==> src/rtl/dm_reconstruct.sv <==
// Delta-modulation decoder: maps quantizer codes to odd signed steps, integrates them in a
// saturating (optionally leaky) accumulator, then block-averages and decimates the estimate.
module dm_reconstruct #(
    parameter int CODE_W   = 3,
    parameter int ACC_W    = 16,
    parameter int LEAK_SH  = 0,
    parameter int AVG_LOG2 = 3,
    parameter int SETTLE_N = 4
) (
    input  logic              clk,
    input  logic              rst,
    input  logic              clr,
    input  logic              in_valid,
    input  logic [CODE_W-1:0] in_code,
    output logic [ACC_W-1:0]  acc_out,
    output logic              acc_valid,
    output logic [ACC_W-1:0]  avg_out,
    output logic              avg_valid,
    output logic              sat_flag
);

    localparam int WIDE_W = ACC_W + 2;
    localparam int SUM_W  = ACC_W + AVG_LOG2;
    localparam int CNT_W  = AVG_LOG2 + 1;
    localparam int SET_W  = (SETTLE_N > 0) ? $clog2(SETTLE_N + 1) : 1;

    localparam logic signed [CODE_W+1:0] STEP_OFS = (CODE_W + 2)'((2 ** CODE_W) - 1);
    localparam logic signed [WIDE_W-1:0] ACC_MAX  = {3'b000, {(ACC_W - 1){1'b1}}};
    localparam logic signed [WIDE_W-1:0] ACC_MIN  = {3'b111, {(ACC_W - 1){1'b0}}};
    localparam logic [CNT_W-1:0]         CNT_LAST = CNT_W'((2 ** AVG_LOG2) - 1);
    localparam logic [SET_W-1:0]         SET_LAST = SET_W'(SETTLE_N - 1);

    typedef enum logic {
        ST_SETTLE,
        ST_RUN
    } state_e;

    localparam state_e INIT_STATE = (SETTLE_N == 0) ? ST_RUN : ST_SETTLE;

    state_e                    state_q, state_d;
    logic signed [ACC_W-1:0]   acc_q, acc_d;
    logic                      acc_valid_q, acc_valid_d;
    logic signed [ACC_W-1:0]   avg_q, avg_d;
    logic                      avg_valid_q, avg_valid_d;
    logic                      sat_q, sat_d;
    logic signed [SUM_W-1:0]   sum_q, sum_d;
    logic [CNT_W-1:0]          cnt_q, cnt_d;
    logic [SET_W-1:0]          settle_q, settle_d;

    logic signed [CODE_W+1:0]  step;
    logic signed [WIDE_W-1:0]  acc_wide, leak_wide, step_wide, acc_sum;
    logic signed [ACC_W-1:0]   acc_next;
    logic                      clip;
    logic signed [SUM_W-1:0]   block_sum;

    always_comb begin
        step      = $signed({1'b0, in_code, 1'b0}) - STEP_OFS;
        step_wide = {{(WIDE_W - CODE_W - 2){step[CODE_W+1]}}, step};
        acc_wide  = {{2{acc_q[ACC_W-1]}}, acc_q};
        if (LEAK_SH > 0) begin
            leak_wide = acc_wide >>> LEAK_SH;
        end else begin
            leak_wide = '0;
        end
        acc_sum = acc_wide - leak_wide + step_wide;
        clip    = 1'b0;
        if (acc_sum > ACC_MAX) begin
            acc_next = ACC_MAX[ACC_W-1:0];
            clip     = 1'b1;
        end else if (acc_sum < ACC_MIN) begin
            acc_next = ACC_MIN[ACC_W-1:0];
            clip     = 1'b1;
        end else begin
            acc_next = acc_sum[ACC_W-1:0];
        end
        block_sum = sum_q + {{AVG_LOG2{acc_next[ACC_W-1]}}, acc_next};
    end

    always_comb begin
        state_d     = state_q;
        acc_d       = acc_q;
        acc_valid_d = 1'b0;
        avg_d       = avg_q;
        avg_valid_d = 1'b0;
        sat_d       = sat_q;
        sum_d       = sum_q;
        cnt_d       = cnt_q;
        settle_d    = settle_q;

        // clr wins over a coincident sample; avg_out deliberately keeps its last value
        if (clr) begin
            state_d  = INIT_STATE;
            acc_d    = '0;
            sat_d    = 1'b0;
            sum_d    = '0;
            cnt_d    = '0;
            settle_d = '0;
        end else if (in_valid) begin
            acc_d       = acc_next;
            acc_valid_d = 1'b1;
            sat_d       = sat_q | clip;
            case (state_q)
                ST_SETTLE: begin
                    if (settle_q == SET_LAST) begin
                        state_d  = ST_RUN;
                        settle_d = '0;
                    end else begin
                        settle_d = settle_q + 1'b1;
                    end
                end
                default: begin
                    if (cnt_q == CNT_LAST) begin
                        // floor division by N is the top ACC_W bits of the block sum
                        avg_d       = block_sum[SUM_W-1:AVG_LOG2];
                        avg_valid_d = 1'b1;
                        sum_d       = '0;
                        cnt_d       = '0;
                    end else begin
                        sum_d = block_sum;
                        cnt_d = cnt_q + 1'b1;
                    end
                end
            endcase
        end
    end

    always_ff @(posedge clk or posedge rst) begin
        if (rst) begin
            state_q     <= INIT_STATE;
            acc_q       <= '0;
            acc_valid_q <= 1'b0;
            avg_q       <= '0;
            avg_valid_q <= 1'b0;
            sat_q       <= 1'b0;
            sum_q       <= '0;
            cnt_q       <= '0;
            settle_q    <= '0;
        end else begin
            state_q     <= state_d;
            acc_q       <= acc_d;
            acc_valid_q <= acc_valid_d;
            avg_q       <= avg_d;
            avg_valid_q <= avg_valid_d;
            sat_q       <= sat_d;
            sum_q       <= sum_d;
            cnt_q       <= cnt_d;
            settle_q    <= settle_d;
        end
    end

    assign acc_out   = acc_q;
    assign acc_valid = acc_valid_q;
    assign avg_out   = avg_q;
    assign avg_valid = avg_valid_q;
    assign sat_flag  = sat_q;

endmodule
==> config.mk <==
export PLATFORM = sky130hd
export DESIGN_NAME = dm_reconstruct
export DESIGN_NICKNAME = d
export VERILOG_FILES = /design/src/rtl/dm_reconstruct.sv
export SDC_FILE = /design/constraint.sdc
export NUM_CORES = 1
export LEC_CHECK = 0
export BUFFER_PORTS_ARGS = -buffer_cell sky130_fd_sc_hd__buf_2
export CELL_PAD_IN_SITES_DETAIL_PLACEMENT = 1
export CELL_PAD_IN_SITES_GLOBAL_PLACEMENT = 1
export CORE_MARGIN = 2
export CORE_UTILIZATION = 50
export DETAILED_ROUTE_END_ITERATION = 6
export PLACE_DENSITY_LB_ADDON = 0.1
export SETUP_SLACK_MARGIN = 0.5
export SLEW_MARGIN = 5
export SYNTH_ARGS = -nofsm -noshare
export SYNTH_HDL_FRONTEND = slang
export SYNTH_SLANG_ARGS = --single-unit
export TNS_END_PERCENT = 50
==> constraint.sdc <==
create_clock -name clk -period 9.7 [get_ports clk]
set_input_delay 0 -clock clk [delete_from_list [all_inputs] [get_ports clk]]
set_output_delay 0 -clock clk [all_outputs]
set_load 0.02 [all_outputs]
==> results of run 1 <==
-- critical path: cells and delay by family, from the launching register on --
| family | cells | cell delay (ns) |
|---|---|---|
| buffers and inverters | 3 | 0.58 |
| AO/OA/AOI/OAI | 10 | 2.36 |
| adder cells (fa/ha/maj) | 3 | 0.69 |
| flip-flops | 1 | 0.44 |
| XOR/XNOR | 2 | 0.62 |
| AND/OR/NAND/NOR | 4 | 0.49 |
-- per-layer routing --
layer	part of all wire (%)	up-vias	track usage [%]
met5	0	-	0
met4	0.98	0	5.80
met3	2.9	10	5.01
met2	49	57	43.5
met1	47	1912	36.5
li1	-	1864	-
-- cell families after synthesis --
logic type,after synthesis,synth area share [%]
mux,8,1.95
xor+xnor,24,4.74
buf+inv,40,3.89
flops,62,35.0
compound gates,143,24.9
simple gates,175,18.3
fa+ha+maj,39,11.3
-- registers in the layout (all words and copies together), names as in the netlist, 3 cells and up --
name	cells
sum_q	19
acc_out	16
cnt_q	4
settle_q	3
avg_out	16
-- placed cells by master, fill, tap and decap left out, drive strengths merged, types with 5 or more instances in the layout --
cell | netlist | routed
xor2 | 8 | 8
o21ai | 22 | 22
nand4 | 5 | 5
mux2 | 5 | 5
a21oi | 35 | 35
a22o | 15 | 15
dfrtp | 62 | 62
a311oi | 13 | 13
clkbuf | 13 | 11
xnor2 | 16 | 16
buf | 5 | 46
a31oi | 5 | 5
o21a | 7 | 7
ha | 36 | 36
nand2b | 8 | 8
a21o | 8 | 8
nor2 | 47 | 47
nand3 | 14 | 14
inv | 22 | 22
o211ai | 6 | 6
nand2 | 68 | 68
-- through the flow --
step	instance area, µm²	hold slack [ns]	setup WS [ns]	utilization, %
2_1_floorplan	4440	0.361	4.93	-
4_1_cts	4960	0.157	4.43	57.2
3_5_place_dp	4730	0.294	4.41	54.5
6_report	4960	0.176	4.39	57.2
5_1_grt	4960	0.184	3.85	57.2
3_3_place_gp	4730	0.275	4.67	54.5
-- cell type report --
class	count	area, µm²
Sequential cell	62	1550
Multi-Input combinational cell	389	2720
Timing Repair Buffer	47	253
Fill cell	1051	3720
Inverter	22	82.6
Clock buffer	11	151
Clock inverter	4	70.1
Tap cell	108	135
-- where the power goes --
part           switching [µW]  internal [µW]
clock network             103            156
logic                     285            157
registers                13.3            272
total                     400            585
-- worst paths after layout --
check / start / endpoint / cells after the start
min reg2reg: avg_out[10] / avg_out[10] / 2
max reg2reg: acc_out[0] / avg_out[15] / 22
max in group asynchronous: rst / sum_q[8] / 4
min in group asynchronous: rst / settle_q[1] / 4
min: clr / cnt_q[2] / 2
max: acc_out[0] / avg_out[15] / 22
==> results_dict.tcl, run 1 <==
set metrics [dict create \
    outcome "finished, final reports clean" \
    die_w_um 98.2 \
    die_y_um 98.2 \
    p_total_uw 985 \
    tns_ns 0 \
    gp_congestion 0.847 \
    routed_wl_mm 11.9 \
    min_period_ns 5.31 \
    fin_crit_sh_pct 54.8 \
    syn-cell-area_mm2 0.00444 \
    crit_arrival_ns 5.53 \
    slew_viol_final 0 \
    area_growth_pct 11.8 \
    crit_path_max_fanout 29 \
    pin_count 42 \
    clockBufferDepth 2 \
    initial_core_util_pct 51.1 \
    final.setup_skew_ns 0.0124 \
    critPathMaxStageDelay_ns 0.44 \
    grt_pass1_vias 4097 \
    maxCapViolCount 0 \
    yosys_warnings 0 \
    netlist_instances 491 \
    relSlewSlack_pct 46.7 \
    nNetsFinal 576 \
    cts_tree "yes" \
    postSynthAreaPerCell_um2 9.04 \
    clock_latency_ns 0.35 \
    hold_class "in2reg" \
    antenna_found_initial 0 \
    core-area_mm2 0.00868 \
    drive_gt1_share_pct 17.8 \
    io_buffers 41 \
    stdcell_count 643 \
    rsz0062_at_grt "false" \
    leakage_uw 0.00247 \
    cts_setup_buffers 0 \
    yosys_register_bits 62 \
    dpl.hpwl_mm 8.87 \
    diodes 0 \
    clk_pin_slew_ns 0.07 \
    r2r_slack_ns 4.39 \
    cts_made_buffers 9 \
    cts-htree-levels 3 \
    die_area_mm2 0.00964 \
    ant_nets 0 \
    required_ns 9.91 \
    synth_top_area_share_pct 35.0 \
    grt_start_max_net_pins 63 \
    synth-async-reset-ratio_pct 100 \
    ctsResizeCount 0 \
    syn-num-nets 536 \
    max_freq_mhz 188 \
    worstPathCellList "inv_1 > fa_1 > nor2b_2 > o2111ai_1 > nand4_1 > a311o_1 > a21oi_4 > nor2_1 > a41oi_2 > buf_4 > o21ai_0 > ha_1 > inv_1 > fa_1 > nor2b_1 > o31a_1 > o21ba_2 > o211ai_1 > a31oi_1 > xnor2_1 > xor2_1 > o21ai_0" \
    cp-end-kind "flip-flop" \
    tightest_slew_ns 0.799 \
    vias 3843 \
    ys_types 62 \
    rows 34 \
    overflow 0 \
    slowest_stage "dfrtp_1" \
    grt_first_pass_wirelength_mm 20.8 \
    synth_common_cells "nand2_1, dfrtp_1, nor2_1, ha_1, a21oi_1" \
    setup_viol 0 \
    ys_top_cells_by_area "dfrtp_1, ha_1, nand2_1" \
    firstDrtPassIters 5 \
    track_usage_pct 26.4 \
    dp_cells 627 \
    power_density_mw_per_mm2 199 \
    ys_seq_area_share_pct 35.0 \
    yosysMostFrequentCell "nand2_1" \
    peakVddDrop_v 0.000110 \
    wl_per_cell_um 18.6 \
    yosysTopAreaCell "dfrtp_1" \
    synth-main-ff-cell "dfrtp_1" \
    hold_viol_final 0 \
    viasPerCell 5.98 \
    crit_type "reg2reg" \
    holdBufCountCts 1 \
    cp-start-kind "flip-flop" \
    first_iter_violations 136 \
    root_buffer "clkbuf_8" \
    synth_edf_count 0 \
    drcViolationCount 0 \
    cts_sinks 62 \
]
No activity file was read; power rests on OpenSTA's default activity.
==> run 2: changes to the inputs <==
CORE_UTILIZATION = 46   (was 50)
clock period = 5.4 ns   (was 9.7 ns; I/O delays follow)
==> results_dict.tcl, run 2 (synthesized netlist as in run 1, its figures left out) <==
set metrics [dict create \
    outcome "finished, final reports clean" \
    swShare_pct 41.4 \
    relSlewSlack_pct 46.6 \
    final.setup_skew_ns 0.0125 \
    critPathMaxStageDelay_ns 0.42 \
    fin_util_pct 57.2 \
    firstDrtPassIters 4 \
    grt_pass1_vias 4018 \
    largest_register "sum_q" \
    crit_path_max_fanout 7 \
    clockBufferDepth 2 \
    power.internal_uw 1120 \
    stdcell_count 679 \
    final_area_mm2 0.00531 \
    root_buffer "clkbuf_8" \
    p_sw_uw 787 \
    io_buffers 41 \
    cts-htree-levels 3 \
    layout_common_cells "nand2_1, dfrtp_1, nor2_1, buf_2, a21oi_1" \
    overflow 0 \
    track_usage_pct 24.8 \
    cts_tree "yes" \
    p_seq_share_pct 27.0 \
    clock_latency_ns 0.35 \
    cp-start-kind "flip-flop" \
    largest_register_ffs 19 \
    leakage_uw 0.00257 \
    max_freq_mhz 209 \
    first_iter_violations 133 \
    tightest_slew_ns 0.800 \
    hold_viol_final 0 \
    power_density_mw_per_mm2 358 \
    worstPathCellList "ha_2 > a21o_1 > a21oi_2 > o21ai_1 > a311o_1 > a21oi_4 > inv_1 > a41oi_4 > buf_6 > nand2_1 > ha_1 > nor2b_2 > o31a_1 > o21ba_2 > o21ai_2 > a21boi_0 > o21a_1 > or3_1 > a32o_1" \
    drcViolationCount 0 \
    diodes 0 \
    crit_arrival_ns 5.01 \
    routed_wl_mm 13.0 \
    die_area_mm2 0.0104 \
    fin_crit_sh_pct 88.5 \
    drive_gt1_share_pct 25.6 \
    die_w_um 102 \
    rsz0062_at_grt "true" \
    pin_count 42 \
    required_ns 5.63 \
    p_clk_share_pct 23.6 \
    antenna_found_initial 0 \
    crit_family "compound AO/OA/AOI/OAI gates" \
    die_y_um 102 \
    slew_viol_final 0 \
    crit_buf_inv 2 \
    cp-end-kind "flip-flop" \
    maxCapViolCount 0 \
    dpl.hpwl_mm 8.76 \
    nNetsFinal 590 \
    dp_cells 651 \
    dpl_cell_area_mm2 0.00478 \
    setup_viol 0 \
    gp_congestion 0.878 \
    initial_core_util_pct 47.8 \
    cts_sinks 62 \
    crit_type "reg2reg" \
    final_common_cell "nand2_1" \
    power_frac_comb_pct 49.4 \
    area_growth_pct 19.6 \
    hold_class "in2reg" \
    vias 3954 \
    grt_start_max_net_pins 63 \
    p_total_uw 1900 \
    grt_first_pass_wirelength_mm 20.3 \
    tns_ns 0 \
    peakVddDrop_v 0.000160 \
    cts_made_buffers 9 \
    wl_per_cell_um 19.2 \
    ant_nets 0 \
    clk_pin_slew_ns 0.08 \
    viasPerCell 5.82 \
    min_period_ns 4.78 \
    rows 35 \
    slowest_stage "a311o_1" \
    core-area_mm2 0.00928 \
]
run 2: worst paths after layout:
check / cells after the start / startpoint / endpoint / slack [ns]
setup / recovery: 19 / acc_out[8] / sum_q[12] / 0.62
hold / removal: 2 / clr / settle_q[1] / 0.18
setup reg to reg: 19 / acc_out[8] / sum_q[12] / 0.62
hold reg to reg: 2 / avg_out[10] / avg_out[10] / 0.48
max in group asynchronous: 4 / rst / acc_out[9] / 4.42
min in group asynchronous: 4 / rst / sum_q[3] / 0.43
run 2: what timing repair did:
item | in CTS | in global routing
buffers inserted | 6 | 4
hold endpoints to repair | 62 | 0
resized for setup | 5 | 45
pin swaps | 4 | 13
hold buffers | 1 | 0
endpoints found under the setup margin | 8 | 23
gates cloned | 0 | 1
run 2: per-stage QoR:
| stage | hold slack, ns | worst slack, ns |
|---|---|---|
| global route | 0.203 | 0.380 |
| floorplan | 0.361 | 0.634 |
| global placement | 0.274 | 0.420 |
| CTS | 0.153 | 0.558 |
| detailed placement | 0.282 | 0.278 |
| finish | 0.179 | 0.620 |
run 2: worst reg2reg max path, cell delays in order (launching register included):
cell and delay, ns:
dfrtp_1 0.41, ha_2 0.33, a21o_1 0.21, a21oi_2 0.18, o21ai_1 0.15, a311o_1 0.42
a21oi_4 0.21, inv_1 0.12, a41oi_4 0.40, buf_6 0.16, nand2_1 0.06, ha_1 0.33
nor2b_2 0.18, o31a_1 0.27, o21ba_2 0.24, o21ai_2 0.14, a21boi_0 0.10, o21a_1 0.18
or3_1 0.33, a32o_1 0.26
run 2: area by class of cell:
type	count	area, µm²
repair buffers	61	392
well taps	129	161
clock buffers	10	128
clock inverters	6	86.3
inverters	22	82.6
multi-input cells	389	2910
flip-flops and latches	62	1550
fillers	1110	3980
run 2: power groups by stage:
| stage | Clock, µW | Combinational, µW | Sequential (µW) |
|---|---|---|---|
| detailed placement | 0 | 784 | 520 |
| CTS | 459 | 824 | 510 |
| global placement | 0 | 771 | 519 |
| finish | 448 | 940 | 514 |
| global route | 477 | 1030 | 516 |
| floorplan | 0 | 582 | 540 |
run 2: metal layers:
metal  vias up  wire length (µm)  GRT usage, %
li1       1896                 -             -
met3        23               340          3.21
met2        58              6470          41.1
met4         0               239          7.49
met1      1977              5960          34.1
met5         -                 0             0
